[src/rtl/mips_pkg.sv]
// mips_pkg: opcodes, ALUOp encodings and the decoder control bundle shared by the pipeline.
package mips_pkg;
    localparam logic [5:0] OP_RTYPE = 6'b000000;
    localparam logic [5:0] OP_ADDI  = 6'b001000;
    localparam logic [5:0] OP_ANDI  = 6'b001100;
    localparam logic [5:0] OP_LW    = 6'b100011;
    localparam logic [5:0] OP_SW    = 6'b101011;
    localparam logic [5:0] OP_BEQ   = 6'b000100;
    localparam logic [5:0] OP_BNE   = 6'b000101;
    localparam logic [5:0] OP_J     = 6'b000010;

    localparam logic [1:0] ALUOP_ADD   = 2'b00;
    localparam logic [1:0] ALUOP_SUB   = 2'b01;
    localparam logic [1:0] ALUOP_FUNCT = 2'b10;
    localparam logic [1:0] ALUOP_AND   = 2'b11;

    typedef struct packed {
        logic       reg_dst;
        logic       branch_beq;
        logic       branch_bne;
        logic       mem_read;
        logic       mem_to_reg;
        logic       mem_write;
        logic       alu_src;
        logic       reg_write;
        logic       jump;
        logic [1:0] alu_op;
    } ctrl_bundle_t;

    // All-zero bundle is the decoder's NOP encoding, so a bubble is just zeros.
    localparam ctrl_bundle_t CTRL_NOP = '{default: '0};
endpackage

[src/rtl/load_use_detect.sv]
// load_use_detect: flags a load in EX whose destination is read by the instruction in ID.
module load_use_detect #(
    parameter int REG_AW = 5
) (
    input  logic              ex_mem_read,
    input  logic [REG_AW-1:0] ex_rt,
    input  logic [REG_AW-1:0] id_rs,
    input  logic [REG_AW-1:0] id_rt,
    input  logic              id_alu_src,
    input  logic              id_jump,
    input  logic              id_mem_write,
    input  logic              flush,
    input  logic              hold,
    output logic              hazard,
    output logic              load_use_stall
);
    logic rt_used;
    // rt is a source for R-type, branches and stores; immediates, loads and jumps ignore it.
    assign rt_used        = (!id_alu_src && !id_jump) || id_mem_write;
    assign hazard         = ex_mem_read && (ex_rt != '0) &&
                            ((ex_rt == id_rs) || (rt_used && (ex_rt == id_rt)));
    assign load_use_stall = hazard && !flush && !hold;
endmodule

[src/rtl/id_ex_pipeline_register.sv]
// id_ex_pipeline_register: ID/EX stage register with load-use bubble insertion and a
// saturating bubble counter.
module id_ex_pipeline_register
    import mips_pkg::*;
#(
    parameter int DATA_W = 32,
    parameter int REG_AW = 5,
    parameter int CNT_W  = 16
) (
    input  logic              clk,
    input  logic              reset,
    input  logic              hold,
    input  logic              flush,
    input  logic              id_reg_dst,
    input  logic              id_branch_beq,
    input  logic              id_branch_bne,
    input  logic              id_mem_read,
    input  logic              id_mem_to_reg,
    input  logic              id_mem_write,
    input  logic              id_alu_src,
    input  logic              id_reg_write,
    input  logic              id_jump,
    input  logic [1:0]        id_alu_op,
    input  logic [DATA_W-1:0] id_pc_plus4,
    input  logic [DATA_W-1:0] id_read_data1,
    input  logic [DATA_W-1:0] id_read_data2,
    input  logic [DATA_W-1:0] id_imm_ext,
    input  logic [REG_AW-1:0] id_rs,
    input  logic [REG_AW-1:0] id_rt,
    input  logic [REG_AW-1:0] id_rd,
    input  logic [5:0]        id_funct,
    output logic              ex_reg_dst,
    output logic              ex_branch_beq,
    output logic              ex_branch_bne,
    output logic              ex_mem_read,
    output logic              ex_mem_to_reg,
    output logic              ex_mem_write,
    output logic              ex_alu_src,
    output logic              ex_reg_write,
    output logic              ex_jump,
    output logic [1:0]        ex_alu_op,
    output logic [DATA_W-1:0] ex_pc_plus4,
    output logic [DATA_W-1:0] ex_read_data1,
    output logic [DATA_W-1:0] ex_read_data2,
    output logic [DATA_W-1:0] ex_imm_ext,
    output logic [REG_AW-1:0] ex_rs,
    output logic [REG_AW-1:0] ex_rt,
    output logic [REG_AW-1:0] ex_rd,
    output logic [5:0]        ex_funct,
    output logic              load_use_stall,
    output logic [CNT_W-1:0]  bubble_count
);
    ctrl_bundle_t id_ctrl, ex_ctrl;
    logic         hazard, bubble;

    assign id_ctrl = '{reg_dst: id_reg_dst, branch_beq: id_branch_beq, branch_bne: id_branch_bne,
                       mem_read: id_mem_read, mem_to_reg: id_mem_to_reg, mem_write: id_mem_write,
                       alu_src: id_alu_src, reg_write: id_reg_write, jump: id_jump,
                       alu_op: id_alu_op};
    assign {ex_reg_dst, ex_branch_beq, ex_branch_bne, ex_mem_read, ex_mem_to_reg,
            ex_mem_write, ex_alu_src, ex_reg_write, ex_jump, ex_alu_op} = ex_ctrl;
    assign bubble = flush || hazard;

    load_use_detect #(.REG_AW(REG_AW)) u_detect (
        .ex_mem_read    (ex_ctrl.mem_read),
        .ex_rt          (ex_rt),
        .id_rs          (id_rs),
        .id_rt          (id_rt),
        .id_alu_src     (id_alu_src),
        .id_jump        (id_jump),
        .id_mem_write   (id_mem_write),
        .flush          (flush),
        .hold           (hold),
        .hazard         (hazard),
        .load_use_stall (load_use_stall)
    );

    // Bubbles squash only control; data still loads so the datapath never sees stale values.
    always_ff @(posedge clk or posedge reset)
        if (reset) begin
            ex_ctrl       <= CTRL_NOP;
            ex_pc_plus4   <= '0;
            ex_read_data1 <= '0;
            ex_read_data2 <= '0;
            ex_imm_ext    <= '0;
            ex_rs         <= '0;
            ex_rt         <= '0;
            ex_rd         <= '0;
            ex_funct      <= '0;
            bubble_count  <= '0;
        end else if (!hold) begin
            ex_ctrl       <= bubble ? CTRL_NOP : id_ctrl;
            ex_pc_plus4   <= id_pc_plus4;
            ex_read_data1 <= id_read_data1;
            ex_read_data2 <= id_read_data2;
            ex_imm_ext    <= id_imm_ext;
            ex_rs         <= id_rs;
            ex_rt         <= id_rt;
            ex_rd         <= id_rd;
            ex_funct      <= id_funct;
            if (bubble && bubble_count != '1)
                bubble_count <= bubble_count + CNT_W'(1);
        end
endmodule

[config.mk]
export PLATFORM = sky130hd
export DESIGN_NAME = id_ex_pipeline_register
export DESIGN_NICKNAME = d
export VERILOG_FILES = /design/src/rtl/mips_pkg.sv /design/src/rtl/load_use_detect.sv /design/src/rtl/id_ex_pipeline_register.sv
export SDC_FILE = /design/constraint.sdc
export NUM_CORES = 1
export LEC_CHECK = 0
export ABC_AREA = 1
export CAP_MARGIN = 40
export CORE_MARGIN = 2
export CORE_UTILIZATION = 35
export CTS_CLUSTER_SIZE = 30
export DETAILED_ROUTE_END_ITERATION = 10
export GPL_TIMING_DRIVEN = 0
export PLACE_DENSITY_LB_ADDON = 0.25
export SKIP_LAST_GASP = 1
export SYNTH_ARGS = -nofsm -noshare
export SYNTH_HDL_FRONTEND = slang
export SYNTH_HIERARCHICAL = 1
export SYNTH_SLANG_ARGS = --single-unit
[constraint.sdc]
create_clock -name clk -period 5.5 [get_ports clk]
set_input_delay 1.1 -clock clk [delete_from_list [all_inputs] [get_ports clk]]
set_output_delay 1.1 -clock clk [all_outputs]
set_load 0.02 [all_outputs]
==> flow_summary.ini <==
[outcome]
status = complete, no violations

[critical_path]
crit_top_cell = nand2_1
crit_family = buffers and inverters
reg2reg_from = ex_rt[2]
startpoint = id_rs[0]
crit_fanout = 3
arrival_ns = 2.87
reg2reg_slack_ns = 3.55
crit_end = load_use_stall
crit_type = primary input to output pin
crit_path_start_kind = primary input
crit_buf_inv = 3
slowest_stage = clkdlybuf4s50_1
r2r_cells = 10
cp-end-kind = output pin
required_ns = 4.40
cp.depth = 10
critical-path-max-stage-delay_ns = 0.61
reg2reg_to = ex_branch_beq
cp_cell_sequence = clkdlybuf4s50_1 -> inv_1 -> nand2_1 -> nand2_1 -> nor2_1 -> nand3_1 -> nand2_1 -> nand2_2 -> nor2_2 -> clkdlybuf4s50_1

[pwr]
intPower_w = 0.00244
seq_power_share = 0.435
p_leak_nw = 5.75
power_density_nw_per_um2 = 295
ir_drop_mv = 0.176
finalPower_w = 0.00344
switching_share = 0.291
p_clk_frac = 0.339
p_comb_frac = 0.226
p_sw_w = 0.00100

[sta]
finalSetupTns_ns = 0
clock_skew_ns = 0.00977
finalHoldViolations = 0
worst_pin_slew_ns = 0.526
clock.fmax_mhz = 252
drv_slew = 0
setup_viol = 0
period_share = 0.722
maxSlewHeadroom = 0.650
grt_setup_unrepaired = no
layout_min_cycle_time_ns = 3.97
fin_ws_ns = 1.53

[route]
antenna_left = 0
vias_per_cell = 4.44
drtIter0Drc = 358
wirelength_mm = 22.8
vias = 6825
dr.pass1.iters = 6
routedWlPerCell_um = 14.9
drc = 0

[floorplanning]
dieHeight_um = 148
die-area_sq_um = 21900
die_w_um = 148
io_pins = 341
rows = 52
start_util = 0.358
core_area_sq_um = 20300

[synthesis]
synth_nets = 1057
synth_adder_area_share = 0.00172
synth_top_family_by_area = simple AND/OR/NAND/NOR gates
synth_simple_gate_area_frac = 0.341
synthMuxAreaShare = 0
syn_area_per_cell_sq_um = 8.15
synth_xor_area_frac = 0.00723
yosys.area.top_type_share = 0.606
synth_compound_area_frac = 0.000688
yosysUniqueCellTypes = 23
yosysMostFrequentCell = nand2_1
synthesis.area_sq_um = 7270
async_flop_share = 1.00
synth_cells = 892
synth_area_leaders = dfrtp_1, nand2_1, nand3_1
yosysWarnings = 6
ys_seq_area_frac = 0.606
synth_ff_type = dfrtp_1
synth.ff_latch_count = 176
synth_edf_count = 0
synth_common_cells = nand2_1, dfrtp_1, nand3_1, inv_1, nor2_1
synth_top_area_cell = dfrtp_1

[cts]
numCtsBuffers = 17
insertion_delay_ns = 0.42
clockBufferDepth = 2
clock-sinks = 176
cts_setup_buffers = 0
cts_resized = 0
clockRootBuffer = clkbuf_16
ctsHtreeMaxLevel = 4
clk_pin_slew_ns = 0.07
cts_tree = built
cts_hold_buffers = 0

[grt]
gr-total-overflow = 0
grt_max_degree = 38
grt.total_usage = 0.211
grt_pass1_wl_mm = 36.2
first_global_vias = 6622
grt_antenna_before_repair = 0

[layout]
n_antenna_cell = 0
final_nets = 1421
final_cell_area_sq_um = 11700
areaGrowthSynthToFinish_pct = 60.6
fin_util = 0.575
post_route_cells_drive_above_1_share = 0.0521

[place]
post-dp-hpwl_mm = 17.1
dp_slack_ns = 1.54
gp_congestion = 0.831
dpl-instance-area_sq_um = 11100
portBuffers = 340

[hold_path]
worstHoldPathType = register to register

[flow_run]
maxCapViolCount = 0
per-stage QoR:
step / std cells / hold slack, ns
2_1_floorplan: 892 / 0.589
3_3_place_gp: 1502 / 0.460
3_5_place_dp: 1507 / 0.464
4_1_cts: 1537 / 0.481
5_1_grt: 1537 / 0.493
6_report: 1537 / 0.479
logic make-up after synthesis:
family                   count (synthesis)
adder cells (fa/ha/maj)                  1
buffers and inverters                   75
AND/OR/NAND/NOR                        633
flip-flops                             176
XOR/XNOR                                 6
AO/OA/AOI/OAI                            1
placed cells by master (no fill, tap or decap), types with 2 or more instances in the layout:
cell and count:
nand3_1 36, nand4_1 3, clkinvlp_4 4, nor3_1 2, buf_6 2, buf_2 16
buf_1 5, clkinv_1 2, nand2_1 559, nor2_2 2, clkinv_2 2, nor2_4 2
clkbuf_1 17, nand2_2 2, clkbuf_8 2, buf_12 5, inv_2 3, clkbuf_16 17
xnor2_1 3, inv_1 29, inv_6 4, dfrtp_1 176, clkdlybuf4s50_1 340, xor2_1 3
nor2_1 24
final cells by class:
type / count / area (sq um)
Inverter: 35 / 135
Tap cell: 270 / 338
Fill cell: 1871 / 8620
Multi-Input combinational cell: 641 / 2550
Buffer: 40 / 185
Clock buffer: 19 / 453
Clock inverter: 11 / 106
Timing Repair Buffer: 345 / 3500
Sequential cell: 176 / 4400
worst min-delay path by stage:
| stage | from | end | slack, ns | cells after the start |
|---|---|---|---|---|
| 2_1_floorplan | ex_imm_ext[22] | ex_imm_ext[22] | 0.59 | 2 |
| 3_3_place_gp | ex_imm_ext[22] | ex_imm_ext[22] | 0.46 | 2 |
| 3_5_place_dp | ex_mem_write | ex_mem_write | 0.46 | 2 |
| 4_1_cts | ex_imm_ext[22] | ex_imm_ext[22] | 0.48 | 2 |
| 5_1_grt | ex_pc_plus4[27] | ex_pc_plus4[27] | 0.49 | 2 |
| 6_report | ex_read_data2[5] | ex_read_data2[5] | 0.48 | 2 |
routing by layer:
layer,track usage,part of all wire,vias to the layer above
met4,0.0786,0.028,0
li1,-,-,3424
met3,0.0561,0.066,35
met5,0,0,-
met1,0.270,0.42,3126
met2,0.344,0.48,240
tightest hold or removal path: stages (launching register included):
cell,delay [ns]
dfrtp_1,0.34
nand2_1,0.05
nand2_1,0.05
power by group through the flow:
stage | clock network (W) | registers [W] | logic (W)
2_1_floorplan | 0 | 0.00166 | 0.000194
3_3_place_gp | 0 | 0.00152 | 0.000770
3_5_place_dp | 0 | 0.00152 | 0.000786
4_1_cts | 0.00119 | 0.00150 | 0.000789
5_1_grt | 0.00125 | 0.00151 | 0.000843
6_report | 0.00117 | 0.00150 | 0.000778
(Power assumes the default switching activity.)
